--- src/rtl/conv_pkg.sv ---
// Shared types and constants for the convolution MAC engine.
package conv_pkg;

  // Frame-level engine states.
  typedef enum logic [1:0] {
    ST_IDLE   = 2'd0,
    ST_LOAD   = 2'd1,
    ST_ACCUM  = 2'd2,
    ST_OUTPUT = 2'd3
  } state_e;

  // Default geometry of the engine.
  localparam int DEF_DATA_W    = 32;
  localparam int DEF_TAPS      = 9;
  localparam int DEF_FRAC_BITS = 24;
  localparam int DEF_GUARD_W   = 8;

  // Fixed-point 1.0 in the default format.
  localparam logic [DEF_DATA_W-1:0] FIX_ONE = DEF_DATA_W'(1) << DEF_FRAC_BITS;

endpackage

--- src/rtl/conv_coef_bank.sv ---
// Coefficient register file: TAPS words, single write port, combinational read.
module conv_coef_bank #(
  parameter int DATA_W = 32,
  parameter int TAPS   = 9,
  parameter int IDX_W  = $clog2(TAPS)
) (
  input  logic              clk,
  input  logic              reset,
  input  logic              we,
  input  logic [IDX_W-1:0]  idx,
  input  logic [DATA_W-1:0] wdata,
  output logic [DATA_W-1:0] rdata
);

  logic [DATA_W-1:0] coef_q [TAPS];
  logic [DATA_W-1:0] coef_d [TAPS];

  // Next-state of the register file: copy, then overwrite the addressed word.
  always_comb begin
    // NOTE: every always_comb output gets a full default first, so no path can infer a latch.
    coef_d = coef_q;
    if (we) coef_d[idx] = wdata;
  end

  // Coefficient storage; cleared on reset so an unloaded engine computes zero.
  always_ff @(posedge clk or negedge reset) begin
    if (!reset) begin
      // NOTE: this small register file is reset on purpose (unloaded coefficients must read 0); large RAMs normally are not.
      for (int i = 0; i < TAPS; i++) coef_q[i] <= '0;
    end else begin
      coef_q <= coef_d;
    end
  end

  assign rdata = coef_q[idx];

endmodule

--- src/rtl/conv_mac_engine.sv ---
// Streaming fixed-point convolution MAC: loads a kernel, then accumulates
// one TAPS-long sample frame into a single rounded-down, optionally
// ReLU'd and saturated result.
module conv_mac_engine
  import conv_pkg::*;
#(
  parameter int DATA_W    = DEF_DATA_W,
  parameter int TAPS      = DEF_TAPS,
  parameter int FRAC_BITS = DEF_FRAC_BITS,
  parameter int GUARD_W   = DEF_GUARD_W
) (
  input  logic              clk,
  input  logic              reset,
  input  logic [DATA_W-1:0] in_data,
  input  logic              in_valid,
  output logic              in_ready,
  input  logic              load_coef,
  input  logic              clear,
  input  logic              relu_en,
  input  logic              sat_en,
  output logic [DATA_W-1:0] out_data,
  output logic              out_valid,
  input  logic              out_ready,
  output logic              coef_ok,
  output logic              busy
);

  localparam int ACC_W = DATA_W + GUARD_W;
  localparam int EXT_W = 2 * DATA_W + GUARD_W;
  localparam int IDX_W = $clog2(TAPS);
  localparam logic [IDX_W-1:0] LAST_IDX = IDX_W'(TAPS - 1);
  localparam logic signed [ACC_W-1:0] SAT_MAX = {{(GUARD_W + 1){1'b0}}, {(DATA_W - 1){1'b1}}};
  localparam logic signed [ACC_W-1:0] SAT_MIN = {{(GUARD_W + 1){1'b1}}, {(DATA_W - 1){1'b0}}};

  state_e                    state_q, state_d;
  logic [IDX_W-1:0]          idx_q, idx_d;
  logic signed [ACC_W-1:0]   acc_q, acc_d;
  logic [DATA_W-1:0]         out_data_q, out_data_d;
  logic                      out_valid_q, out_valid_d;
  logic                      coef_ok_q, coef_ok_d;
  logic                      relu_q, relu_d;
  logic                      sat_q, sat_d;

  logic                      xfer;
  logic                      coef_we;
  logic [DATA_W-1:0]         coef_rd;
  logic [2*DATA_W-1:0]       prod;
  logic signed [EXT_W-1:0]   prod_ext;
  logic signed [EXT_W-1:0]   prod_sh;
  logic signed [ACC_W-1:0]   term;
  logic signed [ACC_W-1:0]   acc_sum;
  logic signed [ACC_W-1:0]   acc_relu;
  logic [DATA_W-1:0]         result;

  conv_coef_bank #(
    .DATA_W (DATA_W),
    .TAPS   (TAPS),
    .IDX_W  (IDX_W)
  ) u_coef_bank (
    .clk   (clk),
    .reset (reset),
    .we    (coef_we),
    .idx   (idx_q),
    .wdata (in_data),
    .rdata (coef_rd)
  );

  assign in_ready = reset && (state_q != ST_OUTPUT);
  assign xfer     = in_valid && in_ready;

  // Signed DATA_W x DATA_W product (low 2*DATA_W bits of the sign-extended
  // operands), floor-shifted to the accumulator's fixed-point scale.
  always_comb begin
    prod     = {{DATA_W{in_data[DATA_W-1]}}, in_data} * {{DATA_W{coef_rd[DATA_W-1]}}, coef_rd};
    prod_ext = $signed({{GUARD_W{prod[2*DATA_W-1]}}, prod});
    prod_sh  = prod_ext >>> FRAC_BITS;
    term     = prod_sh[ACC_W-1:0];
    acc_sum  = acc_q + term;
  end

  // Output shaping of the final sum: ReLU first, then saturate or truncate.
  always_comb begin
    acc_relu = (relu_q && acc_sum[ACC_W-1]) ? '0 : acc_sum;
    result   = acc_relu[DATA_W-1:0];
    if (sat_q) begin
      if (acc_relu > SAT_MAX)      result = SAT_MAX[DATA_W-1:0];
      else if (acc_relu < SAT_MIN) result = SAT_MIN[DATA_W-1:0];
    end
  end

  // Frame sequencing: state, tap index, accumulator and result registers.
  always_comb begin
    state_d     = state_q;
    idx_d       = idx_q;
    acc_d       = acc_q;
    out_data_d  = out_data_q;
    out_valid_d = out_valid_q;
    coef_ok_d   = coef_ok_q;
    relu_d      = relu_q;
    sat_d       = sat_q;
    coef_we     = 1'b0;

    if (clear) begin
      // Abort wins over any transfer presented in the same cycle.
      state_d     = ST_IDLE;
      idx_d       = '0;
      out_valid_d = 1'b0;
    end else begin
      unique case (state_q)
        ST_IDLE: begin
          if (xfer) begin
            // Frame mode and output shaping are latched only here.
            relu_d = relu_en;
            sat_d  = sat_en;
            idx_d  = IDX_W'(1);
            if (load_coef) begin
              coef_we = 1'b1;
              state_d = ST_LOAD;
            end else begin
              acc_d   = term;
              state_d = ST_ACCUM;
            end
          end
        end
        ST_LOAD: begin
          if (xfer) begin
            coef_we = 1'b1;
            if (idx_q == LAST_IDX) begin
              idx_d     = '0;
              coef_ok_d = 1'b1;
              state_d   = ST_IDLE;
            end else begin
              idx_d = idx_q + IDX_W'(1);
            end
          end
        end
        ST_ACCUM: begin
          if (xfer) begin
            acc_d = acc_sum;
            if (idx_q == LAST_IDX) begin
              idx_d       = '0;
              out_data_d  = result;
              out_valid_d = 1'b1;
              state_d     = ST_OUTPUT;
            end else begin
              idx_d = idx_q + IDX_W'(1);
            end
          end
        end
        ST_OUTPUT: begin
          if (out_ready) begin
            out_valid_d = 1'b0;
            state_d     = ST_IDLE;
          end
        end
        default: begin
          state_d = ST_IDLE;
          idx_d   = '0;
        end
      endcase
    end
  end

  // State registers with asynchronous active-low reset.
  always_ff @(posedge clk or negedge reset) begin
    if (!reset) begin
      // NOTE: sequential state uses non-blocking assignments so every flop samples pre-edge values.
      state_q     <= ST_IDLE;
      idx_q       <= '0;
      acc_q       <= '0;
      out_data_q  <= '0;
      out_valid_q <= 1'b0;
      coef_ok_q   <= 1'b0;
      relu_q      <= 1'b0;
      sat_q       <= 1'b0;
    end else begin
      state_q     <= state_d;
      idx_q       <= idx_d;
      acc_q       <= acc_d;
      out_data_q  <= out_data_d;
      out_valid_q <= out_valid_d;
      coef_ok_q   <= coef_ok_d;
      relu_q      <= relu_d;
      sat_q       <= sat_d;
    end
  end

  assign out_data  = out_data_q;
  assign out_valid = out_valid_q;
  assign coef_ok   = coef_ok_q;
  assign busy      = (state_q != ST_IDLE);

endmodule

--- config.mk ---
export PLATFORM = sky130hd
export DESIGN_NAME = conv_mac_engine
export DESIGN_NICKNAME = d
export VERILOG_FILES = /design/src/rtl/conv_pkg.sv /design/src/rtl/conv_coef_bank.sv /design/src/rtl/conv_mac_engine.sv
export SDC_FILE = /design/constraint.sdc
export NUM_CORES = 2
export LEC_CHECK = 0
export ABC_AREA = 1
export ABC_CLOCK_PERIOD_IN_PS = 10900
export CORE_MARGIN = 5
export CORE_UTILIZATION = 48
export DETAILED_ROUTE_END_ITERATION = 10
export PLACE_DENSITY = 0.66
export SLEW_MARGIN = 15
export SYNTH_ARGS = -nofsm -noshare
export SYNTH_HDL_FRONTEND = slang
export SYNTH_SLANG_ARGS = --single-unit
--- constraint.sdc ---
create_clock -name clk -period 10.9 [get_ports clk]
set_input_delay 2.18 -clock clk [delete_from_list [all_inputs] [get_ports clk]]
set_output_delay 2.18 -clock clk [all_outputs]
set_load 0.01 [all_outputs]
==> impl_metrics.env <==
export IMPL_clk_pin_slew_ns=0.07
export IMPL_post_route_min_period_ns=11.13
export IMPL_critical_path_slowest_cell="fa_1"
export IMPL_area_growth_pct=26.4
export IMPL_syn_area_per_cell_sq_um=8.41
export IMPL_slowest_delay_ns=0.64
export IMPL_rsz0062_at_grt="true"
export IMPL_core_region_area_sq_mm=0.111
export IMPL_r2r_setup_slack_ns=-0.12
export IMPL_first_pass_iters=8
export IMPL_grt_pass1_wl_um=287000
export IMPL_synthDistinctLibCells=51
export IMPL_vias=46800
export IMPL_cts_root_buf="clkbuf_16"
export IMPL_tightest_slew_ns=0.982
export IMPL_hold_depth=2
export IMPL_worstPathMaxFanout=15
export IMPL_required_ns=11.39
export IMPL_postRouteAntennaNets=0
export IMPL_die_w_um=345
export IMPL_drive_above_1_share=0.228
export IMPL_final_cell_mix="1,149 x nand2_1, 1,102 x inv_1, 1,007 x fa_1"
export IMPL_critPathKind="primary input to flip-flop"
export IMPL_min_from="u_coef_bank.coef_q[205]"
export IMPL_io_pins=76
export IMPL_critPathCaptureType="flip-flop"
export IMPL_gp_congestion=0.972
export IMPL_cts_sinks=370
export IMPL_rows=122
export IMPL_syn_num_nets=7751
export IMPL_drv_cap=0
export IMPL_reg2regPathDepth=54
export IMPL_ctsHoldBuffers=0
export IMPL_r2r_start="idx_q[2]"
export IMPL_die_h_um=345
export IMPL_worstReg2RegEnd="out_data[5]"
export IMPL_slew_headroom=0.345
export IMPL_grt_start_max_net_pins=84
export IMPL_grt_ovfl_total=0
export IMPL_slew_viol_final=0
export IMPL_synth_ff_type="dfrtp_1"
export IMPL_initial_core_util=0.485
export IMPL_layout_worst_path_cycle_share=1.02
export IMPL_syn_area_sq_mm=0.0539
export IMPL_grt_pass1_vias=48800
export IMPL_drt_first_iter_violations=4106
export IMPL_final_common_cell="nand2_1"
export IMPL_cp_arrival_ns=11.62
export IMPL_cp_start_kind="primary input"
export IMPL_ys_ff_latch=370
export IMPL_syn_inst=6402
export IMPL_hold_viol_final=0
export IMPL_ys_async_sr_fraction=1.00
export IMPL_fmax_ghz=0.0899
export IMPL_clock_latency_ns=0.57
export IMPL_post_place_ws_ns=-1.65
export IMPL_dp_cells=8468
export IMPL_grt_antenna_before_repair=5
export IMPL_track_usage=0.318
export IMPL_numCtsBuffers=35
export IMPL_dieArea_sq_mm=0.119
export IMPL_yosysWarningCount=0
export IMPL_hold_slack_ns=0.478
export IMPL_synth_edf_count=0
export IMPL_route_detailed_drc=0
export IMPL_utilization=0.613
export IMPL_h_tree_depth=2
export IMPL_status="finished with violations"
export IMPL_cts_tree="done"
export IMPL_cts_buffer_depth=3
export IMPL_place_port_buffers=75
export IMPL_fin_cells=8626
export IMPL_setup_ws_ns=-0.225
export IMPL_num_fill_cells=9559
export IMPL_violations="setup timing"
export IMPL_min_to="u_coef_bank.coef_q[205]"
export IMPL_hpwl_um=149000
export IMPL_wl_um=187000
export IMPL_hold_class="flip-flop to flip-flop"
export IMPL_final_setup_viol_count=31
export IMPL_viasPerCell=5.42
export IMPL_ys_seq_area_frac=0.172
export IMPL_clock_skew_ns=0.0302
export IMPL_avgRoutedWirePerCell_um=21.7
export IMPL_nets=8459
[flip-flops by register name (all words and copies together) (netlist names), 2 cells and up]
name and count:
u_coef_bank.coef_q 288, idx_q 4, acc_q 40, out_data 32
state_q 2
[layout make-up]
type                    count  area [sq um]  share of cell area
multi-input cells        4513         41800               0.614
diodes                      2          5.00           0.0000735
clock inverters            14           196             0.00289
clock buffers              49           998              0.0147
repair inverters            1          5.00           0.0000735
repair buffers           1005          9440               0.139
flip-flops and latches    370          9270               0.136
well taps                1488          1860              0.0274
inverters                1184          4520              0.0665
[worst max-delay path by stage]
stage                              end  cells after the start  slack [ns]         from
after floorplan           out_data[10]                     49     0.00008  in_data[10]
after global placement    out_data[18]                     42       -1.51  in_data[31]
after detailed placement  out_data[11]                     47       -1.65  in_data[31]
after CTS                 out_data[11]                     50       -0.47   in_data[4]
after global routing       out_data[7]                     51       -0.53  in_data[11]
final                     out_data[17]                     41       -0.23  in_data[31]
[cells in the mapped netlist, types with 3 or more instances]
cell       number  area, sq um
a21oi_1       156          781
clkbuf_1      317         1190
xnor2_1        32          280
o211ai_1        7         52.6
nand4_1         8         50.1
o221ai_1       32          280
a21o_1         10         75.1
buf_2           5         25.0
o21bai_1        4         30.0
a21boi_0        4         30.0
xor2_1         59          517
o21ai_1        13         65.1
fa_1         1082        21700
and3_1          5         31.3
buf_6           6         67.6
inv_1        1159         4350
a31oi_1        12         75.1
clkinv_1       21         78.8
nand2_1      1235         4640
o21ai_0       563         2820
nor3_1         13         65.1
ha_1          227         2840
buf_1           6         22.5
o2111ai_1      34          298
nor4_1          9         56.3
inv_2           4         15.0
dfrtp_1       370         9260
or2_2          32          200
o21a_1         12         90.1
nor2_1        820         3080
a211oi_1        3         22.5
nand3_1       118          591
[stage by stage]
step	TNS [ns]	instance area [sq um]
after detailed placement	-80.87	62700
after global routing	-15.64	68100
after global placement	-71.80	62700
after floorplan	0	53900
after CTS	-14.24	64900
final	-6.33	68100
[critical path: cells and delay by family]
| family | cells | cell delay, ns |
|---|---|---|
| buffers and inverters | 13 | 1.75 |
| AO/OA/AOI/OAI | 6 | 1.29 |
| AND/OR/NAND/NOR | 10 | 1.01 |
| XOR/XNOR | 2 | 0.38 |
| adder cells (fa/ha/maj) | 10 | 4.97 |
[cells by family (layout without fill, tap and decap cells)]
family,Yosys count,after routing,share of synthesized area
AND/OR/NAND/NOR,2251,2251,0.164
buffers and inverters,1519,2253,0.107
adder cells (fa/ha/maj),1309,1309,0.455
AO/OA/AOI/OAI,860,860,0.0874
flip-flops,370,370,0.172
XOR/XNOR,91,91,0.0148
multiplexers,2,2,0.000418
other,0,2,0
[timing repair]
item / 4_1_cts / 5_1_grt
setup endpoints to repair: 62 / 57
setup buffers: 18 / 67
gates resized for setup: 223 / 658
cloned: 2 / 8
pin swaps: 60 / 245
[routing by layer]
layer	vias up	routed length [um]	track usage
met5	-	13	0
met4	2	14200	0.179
met3	554	15600	0.0486
met2	2053	85500	0.506
met1	23500	72000	0.420
li1	20700	-	-
Power is left out: the tool's default activity adds up to more than one toggle a clock period on the data nets, which glitch-free logic cannot reach.
